$ cat src/rtl/amp_pwr_seq.sv
`timescale 1ns/1ps
// ---------------------------------------------------------------------------
// amp_pwr_seq
//   Power-up / fault sequencer for NUM_AMP class-D amplifiers.
//   Holds every amp in shutdown until the low-frequency queues report full.
//   It then waits PWRUP_CYC cycles and releases the amps one at a time,
//   STAGGER_CYC cycles apart.
//   Each Flt_n input is synchronised and filtered. Any filtered fault shuts
//   every amp down. mute silences spkr_drv whenever the amps are not running.
//
//   Build option: macro PWR_SEQ_RETRY_EN.
//     Undefined - a fault always ends in LOCKOUT, which only reset leaves.
//     Defined   - a fault goes through BACKOFF and re-sequences, up to
//                 MAX_RETRY times, before LOCKOUT.
//
// Ports
//   clk         in   system clock
//   rst_n       in   asynchronous, active-low reset
//   q_full      in   low-frequency queues full (level)
//   Flt_n       in   per-amp fault, active low, asynchronous to clk
//   sht_dwn     out  per-amp shutdown, 1 = amp held off
//   mute        out  1 = speaker drive outputs silence
//   flt_sticky  out  per-amp latched filtered-fault flag
//   retry_cnt   out  retries consumed so far
//   state       out  FSM state: IDLE=0 WAIT=1 STAGGER=2 RUN=3 FAULT=4
//                    BACKOFF=5 LOCKOUT=6
// ---------------------------------------------------------------------------
module amp_pwr_seq #(
  parameter int NUM_AMP     = 2,
  parameter int PWRUP_CYC   = 250000,
  parameter int STAGGER_CYC = 1000,
  parameter int FLT_FILT    = 4,
  parameter int RETRY_CYC   = 2500000,
  parameter int MAX_RETRY   = 3
) (
  input  logic                           clk,
  input  logic                           rst_n,
  input  logic                           q_full,
  input  logic [NUM_AMP-1:0]             Flt_n,
  output logic [NUM_AMP-1:0]             sht_dwn,
  output logic                           mute,
  output logic [NUM_AMP-1:0]             flt_sticky,
  output logic [$clog2(MAX_RETRY+1)-1:0] retry_cnt,
  output logic [2:0]                     state
);

  localparam int PW  = $clog2(PWRUP_CYC + 1);
  localparam int SW  = $clog2(STAGGER_CYC + 1);
  localparam int BW  = $clog2(RETRY_CYC + 1);
  localparam int FW  = $clog2(FLT_FILT + 1);
  localparam int AW  = $clog2(NUM_AMP + 1);
  localparam int RTW = $clog2(MAX_RETRY + 1);

  typedef enum logic [2:0] {
    IDLE    = 3'd0,
    WAIT    = 3'd1,
    STAGGER = 3'd2,
    RUN     = 3'd3,
    FAULT   = 3'd4,
    BACKOFF = 3'd5,
    LOCKOUT = 3'd6
  } state_t;

  state_t             state_q;
  logic [NUM_AMP-1:0] sht_q;
  logic               mute_q;
  logic [NUM_AMP-1:0] sticky_q;
  logic [RTW-1:0]     retry_q;
  logic [PW-1:0]      wait_cnt_q;
  logic [SW-1:0]      stg_cnt_q;
  logic [BW-1:0]      bo_cnt_q;
  logic [AW-1:0]      amp_idx_q;   // index of the most recently released amp

  logic [NUM_AMP-1:0] sync1_q, sync2_q;
  logic [NUM_AMP-1:0] flt;

  // Two-flop synchroniser. Reset to 1 so reset never looks like a fault.
  always_ff @(posedge clk or negedge rst_n) begin
    if (!rst_n) begin
      sync1_q <= '1;
      sync2_q <= '1;
    end else begin
      sync1_q <= Flt_n;
      sync2_q <= sync1_q;
    end
  end

  // Per-amp saturating filter. flt is decoded straight from the counter
  // register, so a held-low Flt_n reaches sht_dwn FLT_FILT+3 edges after
  // it falls.
  generate
    for (genvar gi = 0; gi < NUM_AMP; gi++) begin : g_filt
      logic [FW-1:0] filt_q;
      always_ff @(posedge clk or negedge rst_n) begin
        if (!rst_n)
          filt_q <= '0;
        else if (sync2_q[gi])
          filt_q <= '0;
        else if (filt_q != FW'(FLT_FILT))
          filt_q <= filt_q + 1'b1;
      end
      assign flt[gi] = (filt_q == FW'(FLT_FILT));
    end
  endgenerate

  always_ff @(posedge clk or negedge rst_n) begin
    if (!rst_n)
      sticky_q <= '0;
    else
      sticky_q <= sticky_q | flt;
  end

  // Sequencer. Each state's counter is cleared on the way out, so every
  // counter is zero whenever a state is entered.
  always_ff @(posedge clk or negedge rst_n) begin
    if (!rst_n) begin
      state_q    <= IDLE;
      sht_q      <= '1;
      mute_q     <= 1'b1;
      retry_q    <= '0;
      wait_cnt_q <= '0;
      stg_cnt_q  <= '0;
      bo_cnt_q   <= '0;
      amp_idx_q  <= '0;
    end else begin
      case (state_q)
        // Faults are ignored here; they are picked up once in WAIT.
        IDLE: begin
          sht_q  <= '1;
          mute_q <= 1'b1;
          if (q_full)
            state_q <= WAIT;
        end
        WAIT: begin
          if (|flt) begin
            state_q    <= FAULT;
            sht_q      <= '1;
            mute_q     <= 1'b1;
            wait_cnt_q <= '0;
          end else if (wait_cnt_q == PW'(PWRUP_CYC - 1)) begin
            state_q    <= STAGGER;
            sht_q      <= ~NUM_AMP'(1);  // amp 0 released on entry
            wait_cnt_q <= '0;
            amp_idx_q  <= '0;
          end else begin
            wait_cnt_q <= wait_cnt_q + 1'b1;
          end
        end
        // The fault check comes first, so a fault in the same cycle as a
        // release wins and nothing is released.
        STAGGER: begin
          if (|flt) begin
            state_q   <= FAULT;
            sht_q     <= '1;
            mute_q    <= 1'b1;
            stg_cnt_q <= '0;
            amp_idx_q <= '0;
          end else if (amp_idx_q == AW'(NUM_AMP - 1)) begin
            state_q   <= RUN;
            sht_q     <= '0;
            mute_q    <= 1'b0;
            stg_cnt_q <= '0;
            amp_idx_q <= '0;
          end else if (stg_cnt_q == SW'(STAGGER_CYC - 1)) begin
            sht_q     <= sht_q & ~(NUM_AMP'(1) << (amp_idx_q + 1'b1));
            amp_idx_q <= amp_idx_q + 1'b1;
            stg_cnt_q <= '0;
          end else begin
            stg_cnt_q <= stg_cnt_q + 1'b1;
          end
        end
        RUN: begin
          if (|flt) begin
            state_q <= FAULT;
            sht_q   <= '1;
            mute_q  <= 1'b1;
          end else begin
            sht_q  <= '0;
            mute_q <= 1'b0;
          end
        end
        FAULT: begin
          sht_q  <= '1;
          mute_q <= 1'b1;
`ifdef PWR_SEQ_RETRY_EN
          if (retry_q == RTW'(MAX_RETRY)) begin
            state_q <= LOCKOUT;
          end else begin
            retry_q <= retry_q + 1'b1;
            state_q <= BACKOFF;
          end
`else
          state_q <= LOCKOUT;
`endif
        end
        // A fault still present at expiry restarts the backoff window.
        // Re-sequencing goes straight to WAIT without needing q_full.
        BACKOFF: begin
          sht_q  <= '1;
          mute_q <= 1'b1;
          if (bo_cnt_q == BW'(RETRY_CYC - 1)) begin
            bo_cnt_q <= '0;
            if (~|flt)
              state_q <= WAIT;
          end else begin
            bo_cnt_q <= bo_cnt_q + 1'b1;
          end
        end
        LOCKOUT: begin
          sht_q  <= '1;
          mute_q <= 1'b1;
        end
        default: begin
          state_q <= LOCKOUT;
          sht_q   <= '1;
          mute_q  <= 1'b1;
        end
      endcase
    end
  end

  assign sht_dwn    = sht_q;
  assign mute       = mute_q;
  assign flt_sticky = sticky_q;
  assign retry_cnt  = retry_q;
  assign state      = state_q;

endmodule

$ cat config.mk
export PLATFORM = sky130hd
export DESIGN_NAME = amp_pwr_seq
export DESIGN_NICKNAME = d
export VERILOG_FILES = /design/src/rtl/amp_pwr_seq.sv
export SDC_FILE = /design/constraint.sdc
export NUM_CORES = 1
export LEC_CHECK = 0
export BUFFER_PORTS_ARGS = -buffer_cell sky130_fd_sc_hd__buf_2
export CAP_MARGIN = 20
export CORE_MARGIN = 2
export CORE_UTILIZATION = 50
export DETAILED_ROUTE_END_ITERATION = 16
export PLACE_DENSITY = 0.67
export SLEW_MARGIN = 20
export SYNTH_ARGS = -nofsm -noshare
export SYNTH_HDL_FRONTEND = slang
export SYNTH_SLANG_ARGS = --single-unit
$ cat constraint.sdc
create_clock -name clk -period 3 [get_ports clk]
set_input_delay 0.45 -clock clk [delete_from_list [all_inputs] [get_ports clk]]
set_output_delay 0.45 -clock clk [all_outputs]
set_load 0.005 [all_outputs]
==> results.sh, run 1 <==
export IMPL_status="completed"
export IMPL_final_common_cell="dfrtp_1"
export IMPL_rrSetupSlack_ns=0.70
export IMPL_r2r_end="wait_cnt_q[13]"
export IMPL_cp_slowest_cell="a21oi_2"
export IMPL_multi_input_area_um2=1710
export IMPL_setup_viol=0
export IMPL_drt_iter0_markers=150
export IMPL_path_buf_inv=1
export IMPL_tns_ns=0
export IMPL_critPathLaunchType="flop"
export IMPL_cp_cell_sequence="ha_1 -> nand3_1 -> nor3_2 -> a21oi_2 -> buf_4 -> a31oi_1 -> a31oi_1"
export IMPL_crit_type="flop to flop"
export IMPL_cts_tree="built"
export IMPL_ys_types=52
export IMPL_syn_cell_area_um2=3570
export IMPL_track_usage=0.202
export IMPL_dp_cells=484
export IMPL_setup_slack_ns=0.698
export IMPL_peakVddDrop_v=0.000360
export IMPL_coreArea_um2=6870
export IMPL_finClkSkew_ns=0.00856
export IMPL_required_ns=3.27
export IMPL_antenna_found_initial=0
export IMPL_r2r_start="wait_cnt_q[0]"
export IMPL_drv_cap=0
export IMPL_fp_dieW_um=88.5
export IMPL_root_buffer="clkbuf_8"
export IMPL_grt_setup_unrepaired="false"
export IMPL_vias_per_cell=5.55
export IMPL_numPortBuffers=12
export IMPL_fin_util=0.575
export IMPL_worstMarginPinSlew_ns=0.877
export IMPL_syn2layout_area_growth_pct=10.6
export IMPL_numClockSinks=70
export IMPL_fillers=614
export IMPL_ant_nets=0
export IMPL_netSwitchingFraction=0.292
export IMPL_min_path_type="input pin to flop"
export IMPL_synth_warnings=2
export IMPL_crit_path_max_incr_delay_ns=0.61
export IMPL_die_h_um=88.5
export IMPL_holdBufCountCts=0
export IMPL_regArea_um2=1760
export IMPL_clk_pin_slew_ns=0.07
export IMPL_stdcell_count=500
export IMPL_start_util=0.520
export IMPL_avgSynthCellArea_um2=9.38
export IMPL_slew_headroom=0.415
export IMPL_num_rows=30
export IMPL_layout_common_cells="dfrtp_1, nand2_1, nor2_1"
export IMPL_min_from="Flt_n[1]"
export IMPL_first_global_vias=2643
export IMPL_cts_buffer_depth=2
export IMPL_synth_area_leaders="dfrtp_1, nand2_1, dfstp_2, xnor2_1, nor2_1"
export IMPL_drc_errors=0
export IMPL_crit_arrival_ns=2.58
export IMPL_switchingPower_mw=0.685
export IMPL_clock_power_share=0.333
export IMPL_power_internal_mw=1.66
export IMPL_r2r_cells=7
export IMPL_clkLatencyLatePin_ns=0.35
export IMPL_synth_seq_area_share=0.493
export IMPL_hold_viol=0
export IMPL_num_vias=2774
export IMPL_final_nets=411
export IMPL_postCtsSetupRepairBufs=0
export IMPL_critical_path_depth=7
export IMPL_drv_slew=0
export IMPL_wl_mm=6.99
export IMPL_cts_buffers=9
export IMPL_min_to="sync1_q[1]"
export IMPL_synth_top_area_share=0.441
export IMPL_cp_common_cell="a31oi_1"
export IMPL_power_leakage_nw=1.67
export IMPL_placed_area_um2=3740
export IMPL_wl_per_cell_um=14.0
export IMPL_min_period_over_period=0.767
export IMPL_fin_area_um2=3950
export IMPL_cp_top_family="compound AO/OA/AOI/OAI gates"
export IMPL_cts_resized_gates=0
export IMPL_endpoint_kind="flop"
export IMPL_p_comb_frac=0.156
export IMPL_first_pass_iters=5
export IMPL_grt_pass1_wl_mm=12.3
export IMPL_synth_seq_cells=70
export IMPL_max_freq_mhz=434
export IMPL_power_density_nw_per_um2=594
export IMPL_hold_path_depth=1
export IMPL_grt_ovfl_total=0
export IMPL_path_max_fanout=19
export IMPL_place_congestion=0.812
export IMPL_hpwl_mm=4.78
export IMPL_drive_gt1_frac=0.126
export IMPL_seq_power_share=0.511
export IMPL_place_ws_ns=0.710
export IMPL_htreeDepth=3
export IMPL_synth_top_area_cell="dfrtp_1"
export IMPL_io_pins=15
export IMPL_fp_dieArea_um2=7840
export IMPL_grt_max_degree=71
export IMPL_syn_inst=381
export IMPL_post_route_min_period_ns=2.30
export IMPL_num_antenna_cells=0
-- through the flow --
stage          power (mW)  hold WS, ns
3_5_place_dp         1.58        0.348
5_1_grt              2.49        0.164
6_report             2.35        0.191
3_3_place_gp         1.57        0.348
4_1_cts              2.38        0.178
2_1_floorplan        1.45        0.154
-- flip-flops by register name (all words and copies together), names as in the netlist --
name           flops
amp_idx_q          2
flt_sticky         2
sync1_q            2
stg_cnt_q         10
sync2_q            2
mute               1
wait_cnt_q        18
state              3
g_filt.filt_q      6
sht_dwn            2
bo_cnt_q          22
-- worst max path at each step --
| stage | start | to | slack (ns) |
|---|---|---|---|
| after floorplan | g_filt[1].filt_q[0] | stg_cnt_q[6] | 1.08 |
| after global placement | g_filt[1].filt_q[0] | wait_cnt_q[14] | 0.81 |
| after detailed placement | wait_cnt_q[0] | wait_cnt_q[13] | 0.71 |
| after CTS | wait_cnt_q[0] | wait_cnt_q[13] | 0.70 |
| after global routing | g_filt[1].filt_q[0] | wait_cnt_q[13] | 0.48 |
| final | wait_cnt_q[0] | wait_cnt_q[13] | 0.70 |
-- layer usage --
metal / vias to the layer above / global-route usage / share of wire
met5: - / 0 / 0
met4: 0 / 0.0523 / 0.0054
met3: 4 / 0.0728 / 0.038
met2: 49 / 0.308 / 0.45
met1: 1337 / 0.277 / 0.50
li1: 1384 / - / -
-- power by group through the flow --
stage               Combinational, mW  Clock (mW)  Sequential [mW]
floorplan                       0.265           0             1.18
global placement                0.363           0             1.21
detailed placement              0.369           0             1.21
CTS                             0.372       0.812             1.20
global route                    0.420       0.852             1.22
finish                          0.366       0.782             1.20
-- cell type report --
| class | instances | area share |
|---|---|---|
| clock inverter | 5 | 0.0146 |
| sequential | 70 | 0.446 |
| multi-input combinational | 287 | 0.433 |
| timing repair buffer | 17 | 0.0247 |
| inverter | 14 | 0.0133 |
| tap | 96 | 0.0304 |
| clock buffer | 11 | 0.0383 |
-- synth_stat cells, drive strengths merged --
cell type / instances
dfstp: 7
o21ai: 22
o21a: 1
xnor2: 18
xor2: 6
nor2b: 1
and3b: 1
or2: 4
a221oi: 1
a22o: 4
a21bo: 1
nor3b: 3
inv: 14
clkbuf: 3
nand3b: 2
nor4: 5
a22oi: 2
dfrtp: 63
a21o: 3
nand2b: 6
a211oi: 1
and4: 5
or3: 5
conb: 1
o22ai: 5
o31ai: 6
nand4b: 2
nand3: 19
a41oi: 2
nor4b: 2
nand4: 9
nor3: 11
buf: 8
a21oi: 19
o41ai: 1
a31oi: 12
nand2: 51
and3: 8
and2: 1
nor2: 39
ha: 7
-- cells by family (layout without fill, tap and decap cells) --
family,after synthesis,after routing,share of synthesized area
DFF,70,70,0.493
AOI/OAI and AO/OA,80,80,0.138
and+or+nand+nor,174,174,0.254
other,1,2,0.00105
xor gates and xnor gates,24,24,0.0588
buffers and inverters,25,47,0.0305
adders and majority gates,7,7,0.0245
(Power assumes the default switching activity.)
==> run 2: changes to the inputs <==
==> constraint.sdc (replaced) <==
create_clock -name clk -period 2.3 [get_ports clk]
set_input_delay 0.345 -clock clk [delete_from_list [all_inputs] [get_ports clk]]
set_output_delay 0.345 -clock clk [all_outputs]
set_load 0.005 [all_outputs]
==> results.sh, run 2 (synthesized netlist as in run 1, its figures left out) <==
export IMPL_status="completed"
export IMPL_grt_pass1_wl_mm=12.6
export IMPL_numPortBuffers=12
export IMPL_cp_common_cell="o21ai_1"
export IMPL_met3_usage=0.0690
export IMPL_final_nets=420
export IMPL_drc_errors=0
export IMPL_num_vias=2779
export IMPL_ant_nets=0
export IMPL_use_met1=0.299
export IMPL_crit_path_max_incr_delay_ns=0.39
export IMPL_fin_util=0.589
export IMPL_drv_cap=0
export IMPL_grt_met2_usage=0.311
export IMPL_peakVddDrop_v=0.000502
export IMPL_wl_mm=7.21
export IMPL_vias_per_cell=5.46
export IMPL_cp_slowest_cell="dfrtp_1"
export IMPL_r2r_end="stg_cnt_q[6]"
export IMPL_post_route_min_period_ns=2.06
export IMPL_drt_iter0_markers=173
export IMPL_fp_dieArea_um2=7840
export IMPL_placed_area_um2=3820
export IMPL_stdcell_count=509
export IMPL_drv_slew=0
export IMPL_clkLatencyLatePin_ns=0.35
export IMPL_final_common_cell="dfrtp_1"
export IMPL_grt_max_degree=31
export IMPL_hpwl_mm=5.00
export IMPL_busiest_layer="met2"
export IMPL_grt_setup_unrepaired="false"
export IMPL_crit_type="flop to flop"
export IMPL_dp_cells=493
export IMPL_place_congestion=0.813
export IMPL_io_pins=15
export IMPL_drive_gt1_frac=0.140
export IMPL_clk_pin_slew_ns=0.07
export IMPL_root_buffer="clkbuf_8"
export IMPL_coreArea_um2=6870
export IMPL_power_leakage_nw=1.73
export IMPL_holdBufCountCts=0
export IMPL_rrSetupSlack_ns=0.24
export IMPL_postCtsSetupRepairBufs=0
export IMPL_r2r_start="g_filt[1].filt_q[0]"
export IMPL_tns_ns=0
export IMPL_hold_viol=0
export IMPL_fin_area_um2=4050
export IMPL_syn2layout_area_growth_pct=13.3
export IMPL_num_antenna_cells=0
export IMPL_crit_arrival_ns=2.34
export IMPL_largest_register="bo_cnt_q"
export IMPL_endpoint_kind="flop"
export IMPL_min_path_type="input pin to async pin"
export IMPL_finClkSkew_ns=0.00912
export IMPL_r2r_cells=7
export IMPL_setup_viol=0
export IMPL_cts_resized_gates=0
export IMPL_die_h_um=88.5
export IMPL_path_max_fanout=6
export IMPL_largest_reg_flops=22
export IMPL_fp_dieW_um=88.5
export IMPL_cts_tree="built"
export IMPL_cp_cell_sequence="inv_1 -> ha_1 -> a22oi_2 -> o21ai_1 -> or3_4 -> or3_1 -> o21ai_1"
export IMPL_grt_ovfl_total=0
export IMPL_max_freq_mhz=484
export IMPL_num_rows=30
export IMPL_wl_per_cell_um=14.2
export IMPL_largestRegisters="bo_cnt_q (22), wait_cnt_q (18), stg_cnt_q (10)"
export IMPL_cts_buffer_depth=2
export IMPL_worstMarginPinSlew_ns=0.714
export IMPL_required_ns=2.58
export IMPL_htreeDepth=3
export IMPL_start_util=0.520
export IMPL_layout_common_cells="dfrtp_1, nand2_1, nor2_1"
export IMPL_first_global_vias=2649
export IMPL_cts_buffers=9
export IMPL_slew_headroom=0.524
export IMPL_critPathLaunchType="flop"
export IMPL_min_period_over_period=0.897
export IMPL_power_density_nw_per_um2=789
export IMPL_first_pass_iters=5
export IMPL_antenna_found_initial=0
export IMPL_track_usage=0.212
export IMPL_numClockSinks=70
## run 2: where the power goes
group          switching (mW)  internal [mW]  total, mW
sequential              0.158           1.39       1.55
clock                   0.445          0.671       1.12
combinational           0.280          0.245      0.524
total                   0.883           2.31       3.19
## run 2: stage by stage
stage / worst slack, ns / hold WS [ns] / total power, mW
floorplan: 0.380 / 0.0494 / 1.89
global placement: 0.254 / 0.348 / 2.09
detailed placement: 0.253 / 0.347 / 2.10
CTS: 0.248 / 0.0597 / 3.23
global route: 0.0414 / 0.0659 / 3.40
finish: 0.236 / 0.0482 / 3.19
## run 2: worst max path at each step
stage / endpoint / slack, ns / start
floorplan: stg_cnt_q[6] / 0.38 / g_filt[1].filt_q[0]
global placement: amp_idx_q[0] / 0.25 / stg_cnt_q[0]
detailed placement: stg_cnt_q[6] / 0.25 / g_filt[1].filt_q[0]
CTS: stg_cnt_q[6] / 0.25 / g_filt[1].filt_q[0]
global route: amp_idx_q[0] / 0.04 / stg_cnt_q[0]
finish: stg_cnt_q[6] / 0.24 / g_filt[1].filt_q[0]
## run 2: area by class of cell
class                      count  area, µm²
fill                         609       2820
sequential                    70       1760
multi-input combinational    287       1710
timing repair buffer          26        178
clock buffer                  13        159
tap                           96        120
clock inverter                 3       67.6
inverter                      14       52.6
## run 2: worst max-delay path, delay by kind of cell, from the launching register on
family / cells / cell delay (ns)
and+or+nand+nor: 2 / 0.73
adders and majority gates: 1 / 0.24
buffers and inverters: 1 / 0.06
AOI/OAI and AO/OA: 3 / 0.59
DFF: 1 / 0.39
## run 2: routing by layer
metal	part of all wire	wire (µm)
met3	0.039	278
met4	0.013	91
met5	0	0
met1	0.51	3650
met2	0.44	3190
